## src/rtl/lsu_pkg.sv

```systemverilog
// Shared definitions for the load/store control stage: funct3 codes, memory
// length encodings, FSM states and request decode helpers.
package lsu_pkg;

    localparam int unsigned XLEN = 32;

    localparam logic [2:0] LB  = 3'd0;
    localparam logic [2:0] LH  = 3'd1;
    localparam logic [2:0] LW  = 3'd2;
    localparam logic [2:0] LBU = 3'd4;
    localparam logic [2:0] LHU = 3'd5;
    localparam logic [2:0] SB  = 3'd0;
    localparam logic [2:0] SH  = 3'd1;
    localparam logic [2:0] SW  = 3'd2;

    localparam logic [1:0] LEN_B = 2'b00;
    localparam logic [1:0] LEN_H = 2'b01;
    localparam logic [1:0] LEN_W = 2'b10;

    typedef enum logic [1:0] {
        ST_IDLE   = 2'd0,
        ST_ACCESS = 2'd1,
        ST_BYTE   = 2'd2,
        ST_RESP   = 2'd3
    } lsu_state_e;

    function automatic logic lsu_illegal(input logic wr, input logic [2:0] f3);
        if (wr) begin
            return !(f3 inside {SB, SH, SW});
        end
        return !(f3 inside {LB, LH, LW, LBU, LHU});
    endfunction

    function automatic logic lsu_misaligned(input logic [1:0] len, input logic [1:0] lo);
        case (len)
            LEN_H:   return lo[0];
            LEN_W:   return lo != 2'b00;
            default: return 1'b0;
        endcase
    endfunction

endpackage

```

## src/rtl/lsu_byte_merge.sv

```systemverilog
// Inserts one load byte into its lane of the partially assembled word and
// extends the result to XLEN according to the access length.
module lsu_byte_merge
    import lsu_pkg::*;
(
    input  logic [XLEN-1:0] acc,
    input  logic [7:0]      lane_byte,
    input  logic [1:0]      lane,
    input  logic [1:0]      len,
    input  logic            sign_ext,
    output logic [XLEN-1:0] merged_c,
    output logic [XLEN-1:0] result_c
);

    always_comb begin
        merged_c = acc;
        merged_c[{lane, 3'b000} +: 8] = lane_byte;
    end

    always_comb begin
        result_c = merged_c;
        case (len)
            LEN_B:   result_c = {{24{sign_ext & merged_c[7]}}, merged_c[7:0]};
            LEN_H:   result_c = {{16{sign_ext & merged_c[15]}}, merged_c[15:0]};
            default: result_c = merged_c;
        endcase
    end

endmodule

```

## src/rtl/lsu_ctrl.sv

```systemverilog
// Load/store control stage in front of the byte-addressed data memory; splits
// misaligned half/word accesses into sequential byte accesses.
module lsu_ctrl
    import lsu_pkg::*;
#(
    parameter bit SPLIT_MISALIGNED = 1'b1
) (
    input  logic            clk,
    input  logic            rst,
    input  logic            req_valid,
    output logic            req_ready,
    input  logic            req_wr,
    input  logic [2:0]      req_funct3,
    input  logic [XLEN-1:0] req_addr,
    input  logic [XLEN-1:0] req_wdata,
    output logic            rsp_valid,
    output logic [XLEN-1:0] rsp_rdata,
    output logic            rsp_err,
    output logic [XLEN-1:0] mem_addr,
    output logic [1:0]      mem_length,
    output logic            mem_sign,
    output logic            mem_enable,
    output logic            mem_wr,
    output logic [XLEN-1:0] mem_wdata,
    input  logic [XLEN-1:0] mem_rdata
);

    lsu_state_e      state;
    logic            wr_q;
    logic [2:0]      f3_q;
    logic [XLEN-1:0] addr_q;
    logic [XLEN-1:0] wdata_q;
    logic [XLEN-1:0] acc_q;
    logic [1:0]      k_q;
    logic [1:0]      k_last_q;

    logic            illegal_c;
    logic            misal_c;
    logic [1:0]      k_nxt_c;
    logic [XLEN-1:0] addr_nxt_c;
    logic [XLEN-1:0] merged_c;
    logic [XLEN-1:0] result_c;

    assign illegal_c  = lsu_illegal(req_wr, req_funct3);
    assign misal_c    = lsu_misaligned(req_funct3[1:0], req_addr[1:0]);
    assign k_nxt_c    = k_q + 2'd1;
    assign addr_nxt_c = addr_q + XLEN'(k_nxt_c);

    lsu_byte_merge u_merge (
        .acc       (acc_q),
        .lane_byte (mem_rdata[7:0]),
        .lane      (k_q),
        .len       (f3_q[1:0]),
        .sign_ext  (~f3_q[2]),
        .merged_c  (merged_c),
        .result_c  (result_c)
    );

    // Control FSM; every memory and response output is registered here.
    always_ff @(posedge clk or negedge rst) begin
        if (!rst) begin
            state      <= ST_IDLE;
            req_ready  <= 1'b1;
            rsp_valid  <= 1'b0;
            rsp_rdata  <= '0;
            rsp_err    <= 1'b0;
            mem_addr   <= '0;
            mem_length <= LEN_B;
            mem_sign   <= 1'b0;
            mem_enable <= 1'b0;
            mem_wr     <= 1'b0;
            mem_wdata  <= '0;
            wr_q       <= 1'b0;
            f3_q       <= 3'd0;
            addr_q     <= '0;
            wdata_q    <= '0;
            acc_q      <= '0;
            k_q        <= 2'd0;
            k_last_q   <= 2'd0;
        end else begin
            case (state)
                ST_IDLE: begin
                    if (req_valid && req_ready) begin
                        req_ready <= 1'b0;
                        wr_q      <= req_wr;
                        f3_q      <= req_funct3;
                        addr_q    <= req_addr;
                        wdata_q   <= req_wdata;
                        acc_q     <= '0;
                        k_q       <= 2'd0;
                        k_last_q  <= (req_funct3[1:0] == LEN_W) ? 2'd3 : 2'd1;
                        if (illegal_c || (misal_c && !SPLIT_MISALIGNED)) begin
                            state     <= ST_RESP;
                            rsp_valid <= 1'b1;
                            rsp_err   <= 1'b1;
                            rsp_rdata <= '0;
                        end else if (misal_c) begin
                            state      <= ST_BYTE;
                            mem_enable <= 1'b1;
                            mem_wr     <= req_wr;
                            mem_addr   <= req_addr;
                            mem_length <= LEN_B;
                            mem_sign   <= 1'b0;
                            mem_wdata  <= XLEN'(req_wdata[7:0]);
                        end else begin
                            state      <= ST_ACCESS;
                            mem_enable <= 1'b1;
                            mem_wr     <= req_wr;
                            mem_addr   <= req_addr;
                            mem_length <= req_funct3[1:0];
                            mem_sign   <= ~req_funct3[2];
                            mem_wdata  <= req_wdata;
                        end
                    end
                end
                ST_ACCESS: begin
                    mem_enable <= 1'b0;
                    mem_wr     <= 1'b0;
                    state      <= ST_RESP;
                    rsp_valid  <= 1'b1;
                    rsp_rdata  <= wr_q ? '0 : mem_rdata;
                end
                ST_BYTE: begin
                    acc_q <= merged_c;
                    if (k_q == k_last_q) begin
                        mem_enable <= 1'b0;
                        mem_wr     <= 1'b0;
                        state      <= ST_RESP;
                        rsp_valid  <= 1'b1;
                        rsp_rdata  <= wr_q ? '0 : result_c;
                    end else begin
                        k_q       <= k_nxt_c;
                        mem_addr  <= addr_nxt_c;
                        mem_wdata <= XLEN'(wdata_q[{k_nxt_c, 3'b000} +: 8]);
                    end
                end
                ST_RESP: begin
                    rsp_valid <= 1'b0;
                    rsp_err   <= 1'b0;
                    rsp_rdata <= '0;
                    req_ready <= 1'b1;
                    state     <= ST_IDLE;
                end
                default: begin
                    state     <= ST_IDLE;
                    req_ready <= 1'b1;
                end
            endcase
        end
    end

endmodule

```

## config.mk

```make
export PLATFORM = sky130hd
export DESIGN_NAME = lsu_ctrl
export DESIGN_NICKNAME = d
export VERILOG_FILES = /design/src/rtl/lsu_pkg.sv /design/src/rtl/lsu_byte_merge.sv /design/src/rtl/lsu_ctrl.sv
export SDC_FILE = /design/constraint.sdc
export NUM_CORES = 1
export LEC_CHECK = 0
export ABC_CLOCK_PERIOD_IN_PS = 6740
export BUFFER_PORTS_ARGS = -buffer_cell sky130_fd_sc_hd__clkbuf_2
export CAP_MARGIN = 25
export CORE_ASPECT_RATIO = 1.75
export CORE_UTILIZATION = 40
export CTS_BUF_LIST = sky130_fd_sc_hd__clkbuf_2 sky130_fd_sc_hd__clkbuf_4 sky130_fd_sc_hd__clkbuf_8
export CTS_CLUSTER_DIAMETER = 80
export DETAILED_ROUTE_END_ITERATION = 7
export SYNTH_ARGS = -nofsm -noshare
export SYNTH_HDL_FRONTEND = slang
export SYNTH_SLANG_ARGS = --single-unit
```

## constraint.sdc

```tcl
create_clock -name clk -period 6.74 [get_ports clk]
set_clock_uncertainty 0.2 [all_clocks]
set_input_delay 0.337 -clock clk [delete_from_list [all_inputs] [get_ports clk]]
set_output_delay 0.337 -clock clk [all_outputs]
set_load 0.01 [all_outputs]
```

==> metrics.md, run 1 <==
| Metric | Value |
|---|---|
| Achievable Freq | `287.8 MHz` |
| Switching Fraction | `39.58%` |
| Post-CTS setup buffer count | `0` |
| Total grt overflow | `0` |
| Largest net degree at the start of global routing | `78` |
| CP endpoint kind | `flop` |
| Crit Path Category | `flop to flop` |
| Worst Path Buf+Inv | `1` |
| Synth Instances | `~920` |
| Int Power | `around 3400 uW` |
| Antenna-violating nets left | `0` |
| # diodes | `0` |
| Cells taking the most area after synthesis | `dfrtp_1 52%, mux2_2 7.5%, a22o_1 4.4%, nand2_1 3.9%, o21ai_0 3.5%` |
| Top cell type's share of synthesized area | `just over 50%` |
| Most frequent cells in the layout | `209 x dfrtp_1, 205 x clkbuf_2, 105 x nand2_1` |
| Port bufs | `roughly 200` |
| Min Hold Slack | `~0.026 ns` |
| Status | `completed` |
| Final period util | `about 52%` |
| Clk_lat worst skew | `between 0.5 and 0.6 ns` |
| Layout cells sized above 1 | `between 30% and 40%` |
| Num rows | `76` |
| Final Hold Fails | `0` |
| Die height | `between 200 and 250 um` |
| WP data arrival | `3.73 ns` |
| Slowest stage delay, CP | `~0.85 ns` |
| Placer Congestion | `just over 0.8` |
| Drt drc | `0` |
| Initial antenna violation count | `0` |
| Clock Power Share | `between 20% and 30%` |
| Syn_nets | `1037` |
| Main synth FF type | `dfrtp_1` |
| Relative slew slack | `32.97%` |
| Pre-antenna DRT Iters | `7` |
| Final setup viols | `0` |
| Avg Cell Area, Syn | `10.99 um^2` |
| Nets | `1313` |
| CTS tree | `built` |
| Initial Util | `approximately two fifths` |
| DR vias/cell | `approximately 5.4` |
| Clock root buffer | `clkbuf_8` |
| RSZ-0062 raised after global routing | `false` |
| Routed WL | `28320 um` |
| Dpl ws | `3.194 ns` |
| Die width | `122.1 um` |
| Clock transition at path regs | `~0.070 ns` |
| Final slew viol count | `0` |
| DR iter-0 viols | `roughly 340` |
| H-tree Lvls | `2` |
| CP required | `about 7.0 ns` |
| Post-route setup TNS | `0 ns` |
| Hold Path Class | `primary input to flop` |
| Area delta synth->final | `28.51%` |
| Crit start category | `flop` |
| Sequential share of power | `a little under two fifths` |
| Core area | `between 20000 and 25000 um^2` |
| DP Wirelength | `19820 um` |
| DR vias | `a little over 8000` |
| Synth warn | `0` |
| Post-synthesis sequential area ratio | `52.10%` |
| Yosys top cell by area | `dfrtp_1` |
| GRT Resource Usage Total | `a little under a quarter` |
| Clock Sinks | `210` |
| Crit path cell chain | `inv_1 -> ha_1 -> fa_1 -> nand3_2 -> or2_1 -> or4_1 -> a31o_1 -> o21ai_2` |
| Power per cell area | `about 440 nW/um^2` |
| MaxCap Viol Count | `0` |
| Num CTS Buffers | `34` |
| VDD IR-drop max | `about 0.25 mV` |
| Hold buffers post-CTS | `83` |
| Async S/R FF share, synth | `100.0%` |
| Flops & latches, synth | `210` |
| Fin worst setup slack | `between 3 and 4 ns` |
| Worst-Margin Slew | `0.9965 ns` |
| First-pass GRT wire length | `between 40000 and 50000 um` |
| I/O Pins | `about 210` |
| Slowest CP cell | `ha_1` |
| Minimum clock period | `around 3.5 ns` |
| Die Footprint | `~26000 um^2` |
| Post-synth EDFFs | `0` |
| PostCTS Resize Cnt | `0` |
| CP Max Fanout | `17` |
| Logic gate share of total power | `approximately two fifths` |
| Wire length per cell | `about 19 um` |
| Most common cell after layout, fill and taps aside | `dfrtp_1` |
| Pleak | `0.006006 uW` |
| Synth cell types | `72` |
| Deepest clock path buffer count | `3` |
| Crit-path leading delay family | `adder cells` |
| Post-synthesis cell area | `slightly above 10000 um^2` |
| Vias in the first global route | `roughly 8500` |
| Switching power | `around 2200 uW` |
[synthesized netlist by cell type (3+ instances only)]
cell type / n
dfrtp_1: 209
nand2_1: 105
o21ai_0: 70
mux2_2: 67
a22o_1: 51
a21oi_1: 47
clkbuf_1: 32
nor2_1: 26
inv_1: 25
buf_2: 21
mux2i_1: 20
o221ai_1: 16
ha_1: 15
a22oi_1: 13
nand3_1: 13
xor2_1: 13
nor2b_1: 12
xnor2_1: 12
nor3_1: 11
a222oi_1: 10
a21o_1: 9
o21ai_1: 9
buf_1: 8
mux4_2: 8
o31ai_1: 8
nand4_1: 7
and3_1: 5
nor4_1: 5
and2_1: 4
o211ai_1: 4
or2_2: 4
and4_1: 3
nor3b_1: 3
or3_1: 3
[cells by family (layout without fill, tap and decap cells)]
kind of cell / Yosys count / count (layout) / synth area share (%)
AOI/OAI and AO/OA: 264 / 264 / 17.86
and+or+nand+nor: 219 / 219 / 10.90
DFF: 210 / 210 / 52.10
muxes: 95 / 95 / 11.25
buffers and inverters: 89 / 389 / 3.659
xor gates and xnor gates: 25 / 25 / 2.170
adders and majority gates: 16 / 16 / 2.059
[stage by stage]
step                total power [uW]  instances  instance area [um^2]  util (%)
floorplan                       3676        918                 10090         -
global placement                4431       1384                 11340     45.88
detailed placement              4476       1384                 11340     45.88
CTS                             5729       1527                 12900     52.19
global route                    6075       1530                 12960     52.44
finish                          5653       1530                 12960     52.44
[routing by layer]
layer  wire (um)  GRT usage (%)
met1       10420          24.08
met5           0              0
met3        1367          3.729
met4        1140          10.89
met2       15390          41.96
[layout make-up]
cell class                      instances  area, um^2
Timing Repair Buffer                  304        2023
Inverter                               25       93.84
Clock buffer                           53       666.9
Clock inverter                          7       62.56
Fill cell                            2262       11760
Sequential cell                       210        5256
Multi-Input combinational cell        619        4472
Tap cell                              312       390.4
[sequential cells by signal (all words and copies together), names as in the netlist, 3 cells and up]
name	flops
addr_q	32
rsp_rdata	32
mem_wdata	32
mem_addr	32
wdata_q	32
acc_q	32
f3_q	3
[worst register-to-register path, stage by stage, from the launching register on]
cell     delay [ns]
dfrtp_1        0.44
inv_1          0.11
ha_1           0.85
fa_1           0.37
nand3_2        0.16
or2_1          0.41
or4_1          0.56
a31o_1         0.23
o21ai_2        0.10
[power groups by stage]
stage          Combinational [uW]  Clock (uW)  Sequential [uW]
6_report                     2350        1190             2110
5_1_grt                      2620        1280             2180
4_1_cts                      2390        1230             2110
3_5_place_dp                 2350           0             2130
3_3_place_gp                 2310           0             2120
2_1_floorplan                1540           0             2140
[path summary, 6_finish.rpt]
check                                  start  slack, ns  depth (start not counted)      endpoint
worst max-delay path                  k_q[1]       3.27                          8  mem_addr[22]
worst min register to register      acc_q[7]       0.27                          2      acc_q[7]
worst min-delay path            mem_rdata[7]       0.03                          2     acc_q[23]
worst max register to register        k_q[1]       3.27                          8  mem_addr[22]
max in group asynchronous                rst       5.23                          4     addr_q[0]
min in group asynchronous                rst       0.15                          2  mem_addr[29]
Note: power is estimated with default switching activity, not from simulation.
==> run 2, diff against run 1 <==
--- a/config.mk
+++ b/config.mk
@@ -5,7 +5,8 @@
 export SDC_FILE = /design/constraint.sdc
 export NUM_CORES = 1
 export LEC_CHECK = 0
-export ABC_CLOCK_PERIOD_IN_PS = 6740
+export ABC_AREA = 1
+export ABC_CLOCK_PERIOD_IN_PS = 3400
 export BUFFER_PORTS_ARGS = -buffer_cell sky130_fd_sc_hd__clkbuf_2
 export CAP_MARGIN = 25
 export CORE_ASPECT_RATIO = 1.75
==> constraint.sdc (replaced) <==
create_clock -name clk -period 3.4 [get_ports clk]
set_clock_uncertainty 0.2 [all_clocks]
set_input_delay 0.17 -clock clk [delete_from_list [all_inputs] [get_ports clk]]
set_output_delay 0.17 -clock clk [all_outputs]
set_load 0.01 [all_outputs]
==> run 2 against run 1 <==
Net effect: clock power is 100% higher; worst setup slack worse by 2.7 ns; first-iteration DRC count up 130%; sequential share of layout area down 3.5 points; combinational power increased by 150%; flip-flop and latch count unchanged; worst hold slack better by 0.068 ns; synthesized area is 9.6% higher.
==> metrics.md, run 2 <==
| Metric | Value |
|---|---|
| Avg Cell Area, Syn | `7.386 um^2 (was 10.99 um^2)` |
| Largest net degree at the start of global routing | `108 (was 78)` |
| I/O Pins | `207 (unchanged)` |
| Hold Path Class | `primary input to asynchronous set/reset pin (was primary input to flop)` |
| H-tree Lvls | `2 (unchanged)` |
| Core area | `27230 um^2 (was 24720 um^2)` |
| DP Cell Count | `2026 (was 1384)` |
| Post-synthesis sequential area ratio | `47.54% (was 52.10%)` |
| Clock transition at path regs | `0.06 ns (was 0.07 ns)` |
| Post-route setup TNS | `0 ns (unchanged)` |
| DR vias | `10950 (was 8200)` |
| PostCTS Resize Cnt | `0 (unchanged)` |
| Drt drc | `0 (unchanged)` |
| Minimum clock period | `2.852 ns (was 3.475 ns)` |
| Clock Sinks | `210 (unchanged)` |
| Post-synthesis cell area | `11060 um^2 (was 10090 um^2)` |
| Adder-Cell Fraction of Synth Area | `1.878% (was 2.059%)` |
| Pre-antenna DRT Iters | `5 (was 7)` |
| MaxCap Viol Count | `0 (unchanged)` |
| Relative slew slack | `40.98% (was 32.97%)` |
| Flops & latches, synth | `210 (unchanged)` |
| GRT Resource Usage Total | `25.76% (was 22.51%)` |
| Vias in the first global route | `10880 (was 8516)` |
| Synth Area in Compound Gates | `11.63% (was 17.86%)` |
| Die Footprint | `28340 um^2 (was 25890 um^2)` |
| Hold buffers post-CTS | `103 (was 83)` |
| Die width | `127.7 um (was 122.1 um)` |
| CP required | `3.63 ns (was 7.00 ns)` |
| Total grt overflow | `0 (unchanged)` |
| Power per cell area | `899.3 nW/um^2 (was 436.0 nW/um^2)` |
| Mux share of post-synthesis cell area | `0% (was 11.25%)` |
| CP endpoint kind | `flop (unchanged)` |
| Most frequent cell after synthesis | `nand2_1 (was dfrtp_1)` |
| Largest family of logic cells by synthesized area | `simple AND/OR/NAND/NOR gates (was compound AO/OA/AOI/OAI gates)` |
| Synth cell types | `46 (was 72)` |
| Num rows | `80 (was 76)` |
| Pleak | `0.007513 uW (was 0.006006 uW)` |
| Clock root buffer | `clkbuf_8 (unchanged)` |
| Switching Fraction | `45.46% (was 39.58%)` |
| VDD IR-drop max | `0.3876 mV (was 0.2453 mV)` |
| Area delta synth->final | `28.26% (was 28.51%)` |
| Post-CTS setup buffer count | `0 (unchanged)` |
| Syn_nets | `1616 (was 1037)` |
| Fin worst setup slack | `0.5478 ns (was 3.265 ns)` |
| Clock Power Share | `18.8% (was 21.1%)` |
| Layout cells sized above 1 | `17.51% (was 31.12%)` |
| Crit Path Category | `flop to flop (unchanged)` |
| Final period util | `83.89% (was 51.55%)` |
| Int Power | `6955 uW (was 3416 uW)` |
| Initial Util | `40.61% (was 40.80%)` |
| Num CTS Buffers | `37 (was 34)` |
| Synth warn | `0 (unchanged)` |
| Wire length per cell | `16.36 um (was 18.51 um)` |
| Nets | `1918 (was 1313)` |
| Clk_lat worst skew | `0.55 ns (was 0.52 ns)` |
| Crit start category | `flop (unchanged)` |
| DP Wirelength | `25140 um (was 19820 um)` |
| Synth cell count leaders | `654 x nand2_1, 209 x dfrtp_1, 150 x o21ai_0 (was 209 x dfrtp_1, 105 x nand2_1, 70 x o21ai_0)` |
| Util after Layout | `52.09% (was 52.44%)` |
| XOR/XNOR share of the synthesized area | `0.5432% (was 2.170%)` |
| Async S/R FF share, synth | `100.0% (unchanged)` |
| Dpl ws | `0.6031 ns (was 3.194 ns)` |
| Placer Congestion | `0.9576 (was 0.8057)` |
| Final Hold Fails | `0 (unchanged)` |
| CP Max Fanout | `11 (was 17)` |
| RSZ-0062 raised after global routing | `false (unchanged)` |
| Main synth FF type | `dfrtp_1 (unchanged)` |
| Total power | `12750 uW (was 5653 uW)` |
| Synth Instances | `1497 (was 918)` |
| Cells taking the most area after synthesis | `dfrtp_1 47%, nand2_1 22%, o21ai_0 6.8%, nand3_1 4.2%, inv_1 3.4% (was dfrtp_1 52%, mux2_2 7.5%, a22o_1 4.4%, nand2_1 3.9%, o21ai_0 3.5%)` |
| WP data arrival | `3.08 ns (was 3.73 ns)` |
| Top cell type's share of synthesized area | `47.30% (was 51.84%)` |
| Antenna-violating nets left | `0 (unchanged)` |
| Most common cell after layout, fill and taps aside | `nand2_1 (was dfrtp_1)` |
| Routed WL | `35860 um (was 28320 um)` |
| Switching power | `5798 uW (was 2238 uW)` |
| DR iter-0 viols | `779 (was 337)` |
| Worst-Margin Slew | `0.8853 ns (was 0.9965 ns)` |
| Most frequent cells in the layout | `654 x nand2_1, 209 x dfrtp_1, 205 x clkbuf_2 (was 209 x dfrtp_1, 205 x clkbuf_2, 105 x nand2_1)` |
| Achievable Freq | `350.6 MHz (was 287.8 MHz)` |
| Final Non-Filler Cells | `2192 (was 1530)` |
| Final setup viols | `0 (unchanged)` |
| Final slew viol count | `0 (unchanged)` |
| Sequential share of power | `35.4% (was 37.3%)` |
| Yosys top cell by area | `dfrtp_1 (unchanged)` |
| First-pass GRT wire length | `56850 um (was 44810 um)` |
| Die height | `221.9 um (was 212.1 um)` |
| Port bufs | `206 (unchanged)` |
| DR vias/cell | `4.994 (was 5.359)` |
| Status | `completed (unchanged)` |
| Deepest clock path buffer count | `3 (unchanged)` |
| Post-synth EDFFs | `0 (unchanged)` |
| Post-Synth Simple-Gate Area | `31.74% (was 10.90%)` |
| Logic gate share of total power | `45.8% (was 41.6%)` |
| Initial antenna violation count | `1 (was 0)` |
| CTS tree | `built (unchanged)` |
## run 2: logic make-up (layout without fill, tap and decap cells)
group / count (synthesis) / in the layout
compound gates: 220 / 220
buf+inv: 172 / 497
simple gates: 873 / 873
fa+ha+maj: 16 / 16
flops: 210 / 210
xor+xnor: 6 / 6
other cells: 0 / 1
## run 2: final cells by class
type / count / area (um^2)
antenna: 1 / 2.502
inverter: 108 / 405.4
timing repair buffer: 327 / 2245
clock inverter: 5 / 33.78
multi-input combinational: 1115 / 5074
fill: 2760 / 13050
tap: 369 / 461.7
sequential: 210 / 5256
clock buffer: 57 / 703.2
## run 2: worst max-delay path, stage by stage (launching register included)
cell and delay, ns:
dfrtp_1 0.53, inv_1 0.11, ha_1 0.55, fa_1 0.32, nand2_1 0.08, nor2_1 0.21
nand2_1 0.21, nor2_2 0.19, nand2_1 0.08, nand2_1 0.06, nand3_1 0.06, nand2_1 0.08
nand2_1 0.05
## run 2: final timing paths
check	startpoint	to	slack, ns	cells after the start
max	k_q[0]	mem_addr[18]	0.55	12
min	rst	rsp_rdata[27]	0.09	2
max reg2reg	k_q[0]	mem_addr[18]	0.55	12
min reg2reg	wdata_q[21]	wdata_q[21]	0.27	2
max in group asynchronous	rst	wdata_q[11]	2.07	3
min in group clk	req_wdata[27]	wdata_q[27]	0.18	4
## run 2: power groups by stage
stage | logic, uW | registers (uW) | clock network [uW]
global route | 6630 | 4630 | 2540
global placement | 5700 | 4500 | 0
detailed placement | 5770 | 4520 | 0
CTS | 5900 | 4490 | 2450
floorplan | 3800 | 4530 | 0
finish | 5840 | 4510 | 2400
## run 2: through the flow
stage	hold WS, ns	area, um^2
2_1_floorplan	-0.3256	11060
6_report	0.09387	14180
5_1_grt	0.1403	14180
3_3_place_gp	0.1070	12410
4_1_cts	0.09771	14180
3_5_place_dp	0.1141	12410
## run 2: per-layer routing
metal | track usage (%) | routed length, um | vias up
met4 | 14.76 | 2039 | 0
met3 | 3.692 | 1424 | 110
li1 | - | - | 5368
met5 | 0 | 0 | -
met2 | 46.15 | 18620 | 344
met1 | 28.75 | 13780 | 5124
==> run 3, diff against run 2 <==
--- a/config.mk
+++ b/config.mk
@@ -6,7 +6,7 @@
 export NUM_CORES = 1
 export LEC_CHECK = 0
 export ABC_AREA = 1
-export ABC_CLOCK_PERIOD_IN_PS = 3400
+export ABC_CLOCK_PERIOD_IN_PS = 2500
 export BUFFER_PORTS_ARGS = -buffer_cell sky130_fd_sc_hd__clkbuf_2
 export CAP_MARGIN = 25
 export CORE_ASPECT_RATIO = 1.75
==> constraint.sdc (replaced) <==
create_clock -name clk -period 2.5 [get_ports clk]
set_clock_uncertainty 0.2 [all_clocks]
set_input_delay 0.125 -clock clk [delete_from_list [all_inputs] [get_ports clk]]
set_output_delay 0.125 -clock clk [all_outputs]
set_load 0.01 [all_outputs]
==> run 3 against run 2 <==
Net effect: worst setup slack worse by 0.39 ns; maximum frequency rose by 22%; clock power rose by 31%; power grew 38%; sequential share of layout area fell by 0.60 points; sequential power is 34% higher; non-clock buffer count rose by 20; count of clock-buffer cells in the layout decreased by 6; utilization up 0.85 points; largest cell class unchanged; highest routed layer unchanged.
==> metrics.md, run 3 (synthesized netlist as in run 2, its figures left out) <==
| Metric | Value |
|---|---|
| Status | `completed (unchanged)` |
| GRT Resource Usage Total | `25.74% (was 25.76%)` |
| RSZ-0062 raised after global routing | `true (was false)` |
| Core area | `27230 um^2 (unchanged)` |
| Met1 usage | `28.61% (was 28.75%)` |
| Final slew viol count | `0 (unchanged)` |
| Crit start category | `flop (unchanged)` |
| Pre-antenna DRT Iters | `7 (was 5)` |
| Placer Congestion | `0.9283 (was 0.9576)` |
| DR vias | `10910 (was 10950)` |
| CP required | `2.73 ns (was 3.63 ns)` |
| Hold Path Class | `primary input to flop (was primary input to asynchronous set/reset pin)` |
| CP endpoint kind | `flop (unchanged)` |
| Clock Sinks | `210 (unchanged)` |
| CP Max Fanout | `6 (was 11)` |
| Final setup viols | `0 (unchanged)` |
| Pleak | `0.007619 uW (was 0.007513 uW)` |
| VDD IR-drop max | `0.5890 mV (was 0.3876 mV)` |
| Deepest clock path buffer count | `3 (unchanged)` |
| Wire length per cell | `16.33 um (was 16.36 um)` |
| Final period util | `93.69% (was 83.89%)` |
| MaxCap Viol Count | `0 (unchanged)` |
| Die Footprint | `28340 um^2 (unchanged)` |
| Largest net degree at the start of global routing | `88 (was 108)` |
| Gr busiest metal | `met2 (unchanged)` |
| Util after Layout | `52.94% (was 52.09%)` |
| Port bufs | `206 (unchanged)` |
| DR iter-0 viols | `594 (was 779)` |
| Routed WL | `35990 um (was 35860 um)` |
| # diodes | `0 (was 1)` |
| Initial Util | `40.61% (unchanged)` |
| Most common cell after layout, fill and taps aside | `nand2_1 (unchanged)` |
| Minimum clock period | `2.342 ns (was 2.852 ns)` |
| WP data arrival | `2.58 ns (was 3.08 ns)` |
| Achievable Freq | `426.9 MHz (was 350.6 MHz)` |
| GRT met3 Usage | `3.740% (was 3.692%)` |
| Area delta synth->final | `30.35% (was 28.26%)` |
| DP Wirelength | `24690 um (was 25140 um)` |
| Total grt overflow | `0 (unchanged)` |
| Antenna-violating nets left | `0 (unchanged)` |
| Num CTS Buffers | `34 (was 37)` |
| Final Hold Fails | `0 (unchanged)` |
| Most frequent cells in the layout | `653 x nand2_1, 209 x dfrtp_1, 205 x clkbuf_2 (was 654 x nand2_1, 209 x dfrtp_1, 205 x clkbuf_2)` |
| Relative slew slack | `66.34% (was 40.98%)` |
| Initial antenna violation count | `0 (was 1)` |
| Crit Path Category | `flop to flop (unchanged)` |
| GRT met2 Usage | `46.87% (was 46.15%)` |
| Clock root buffer | `clkbuf_8 (unchanged)` |
| I/O Pins | `207 (unchanged)` |
| Nets | `1935 (was 1918)` |
| Vias in the first global route | `10820 (was 10880)` |
| Die height | `221.9 um (unchanged)` |
| Filler instances | `2747 (was 2760)` |
| Clock transition at path regs | `0.06 ns (about the same)` |
| H-tree Lvls | `2 (unchanged)` |
| Min Hold Slack | `0.1558 ns (was 0.09387 ns)` |
| Worst-Margin Slew | `0.5030 ns (was 0.8853 ns)` |
| Num rows | `80 (unchanged)` |
| Layout cells sized above 1 | `18.48% (was 17.51%)` |
| First-pass GRT wire length | `56810 um (was 56850 um)` |
| Clk_lat worst skew | `0.55 ns (about the same)` |
| Drt drc | `0 (unchanged)` |
| Die width | `127.7 um (unchanged)` |
| Power per cell area | `1223 nW/um^2 (was 899.3 nW/um^2)` |
| DR vias/cell | `4.952 (was 4.994)` |
| CTS tree | `built (unchanged)` |
[run 3: cell types whose count changed in the layout (fill, tap and decap cells not counted), moves of 3 or more]
| cell | before | now |
|---|---|---|
| buf_12 | 3 | 7 |
| nor2_2 | 3 | 6 |
| clkbuf_4 | 13 | 9 |
| nor2_1 | 100 | 96 |
| buf_4 | 15 | 25 |
| buf_6 | 0 | 3 |
[run 3: layout make-up]
type	count	area (um^2)	area share [%]
multi-input cells	1115	5106	35.43
clock buffers	51	645.6	4.480
inverters	108	405.4	2.813
clock inverters	3	42.54	0.2952
well taps	369	461.7	3.203
flip-flops and latches	210	5256	36.47
repair buffers	347	2495	17.31
[run 3: stage by stage]
stage / area (um^2) / total power, uW / setup TNS, ns / setup WS (ns) / instances
floorplan: 11070 / 11340 / 0 / 0.03477 / 1497
global placement: 12600 / 14190 / 0 / 0.1656 / 2042
CTS: 14360 / 17710 / 0 / 0.07967 / 2201
detailed placement: 12600 / 14330 / 0 / 0.07803 / 2042
global route: 14410 / 19100 / -0.05681 / -0.02606 / 2203
finish: 14410 / 17620 / 0 / 0.1576 / 2203
[run 3: final timing paths]
kind	to	depth (start not counted)	slack [ns]	start
min in group asynchronous	req_ready	3	0.55	rst
max reg2reg	mem_addr[24]	11	0.16	k_q[1]
max in group asynchronous	mem_enable	4	1.12	rst
min	wdata_q[12]	4	0.16	req_wdata[12]
max	mem_addr[24]	11	0.16	k_q[1]
min reg2reg	wdata_q[19]	2	0.27	wdata_q[19]
[run 3: where the power goes]
part	switching [uW]	internal, uW
combinational	5370	3050
clock	1400	1740
sequential	1100	4960
[run 3: repair_timing]
item	CTS	global route
resized for setup	0	9
hold buffers	105	0
buffers inserted	0	0
endpoints found under the setup margin	0	16
hold endpoints to repair	412	0
[run 3: worst max-delay path, stage by stage, from the launching register on]
cell and delay [ns]:
dfrtp_1 0.39, inv_1 0.11, ha_2 0.32, fa_2 0.40, nand2_1 0.11, nor2_2 0.06, nand2_1 0.19, inv_1 0.14
nand3_1 0.10, nand3_1 0.08, nand3_1 0.09, nand2_1 0.05
[run 3: routing by layer]
layer	part of all wire [%]	vias up
met5	0	-
met4	5.0	0
met3	4.1	91
met2	53	320
met1	38	5094
li1	-	5405
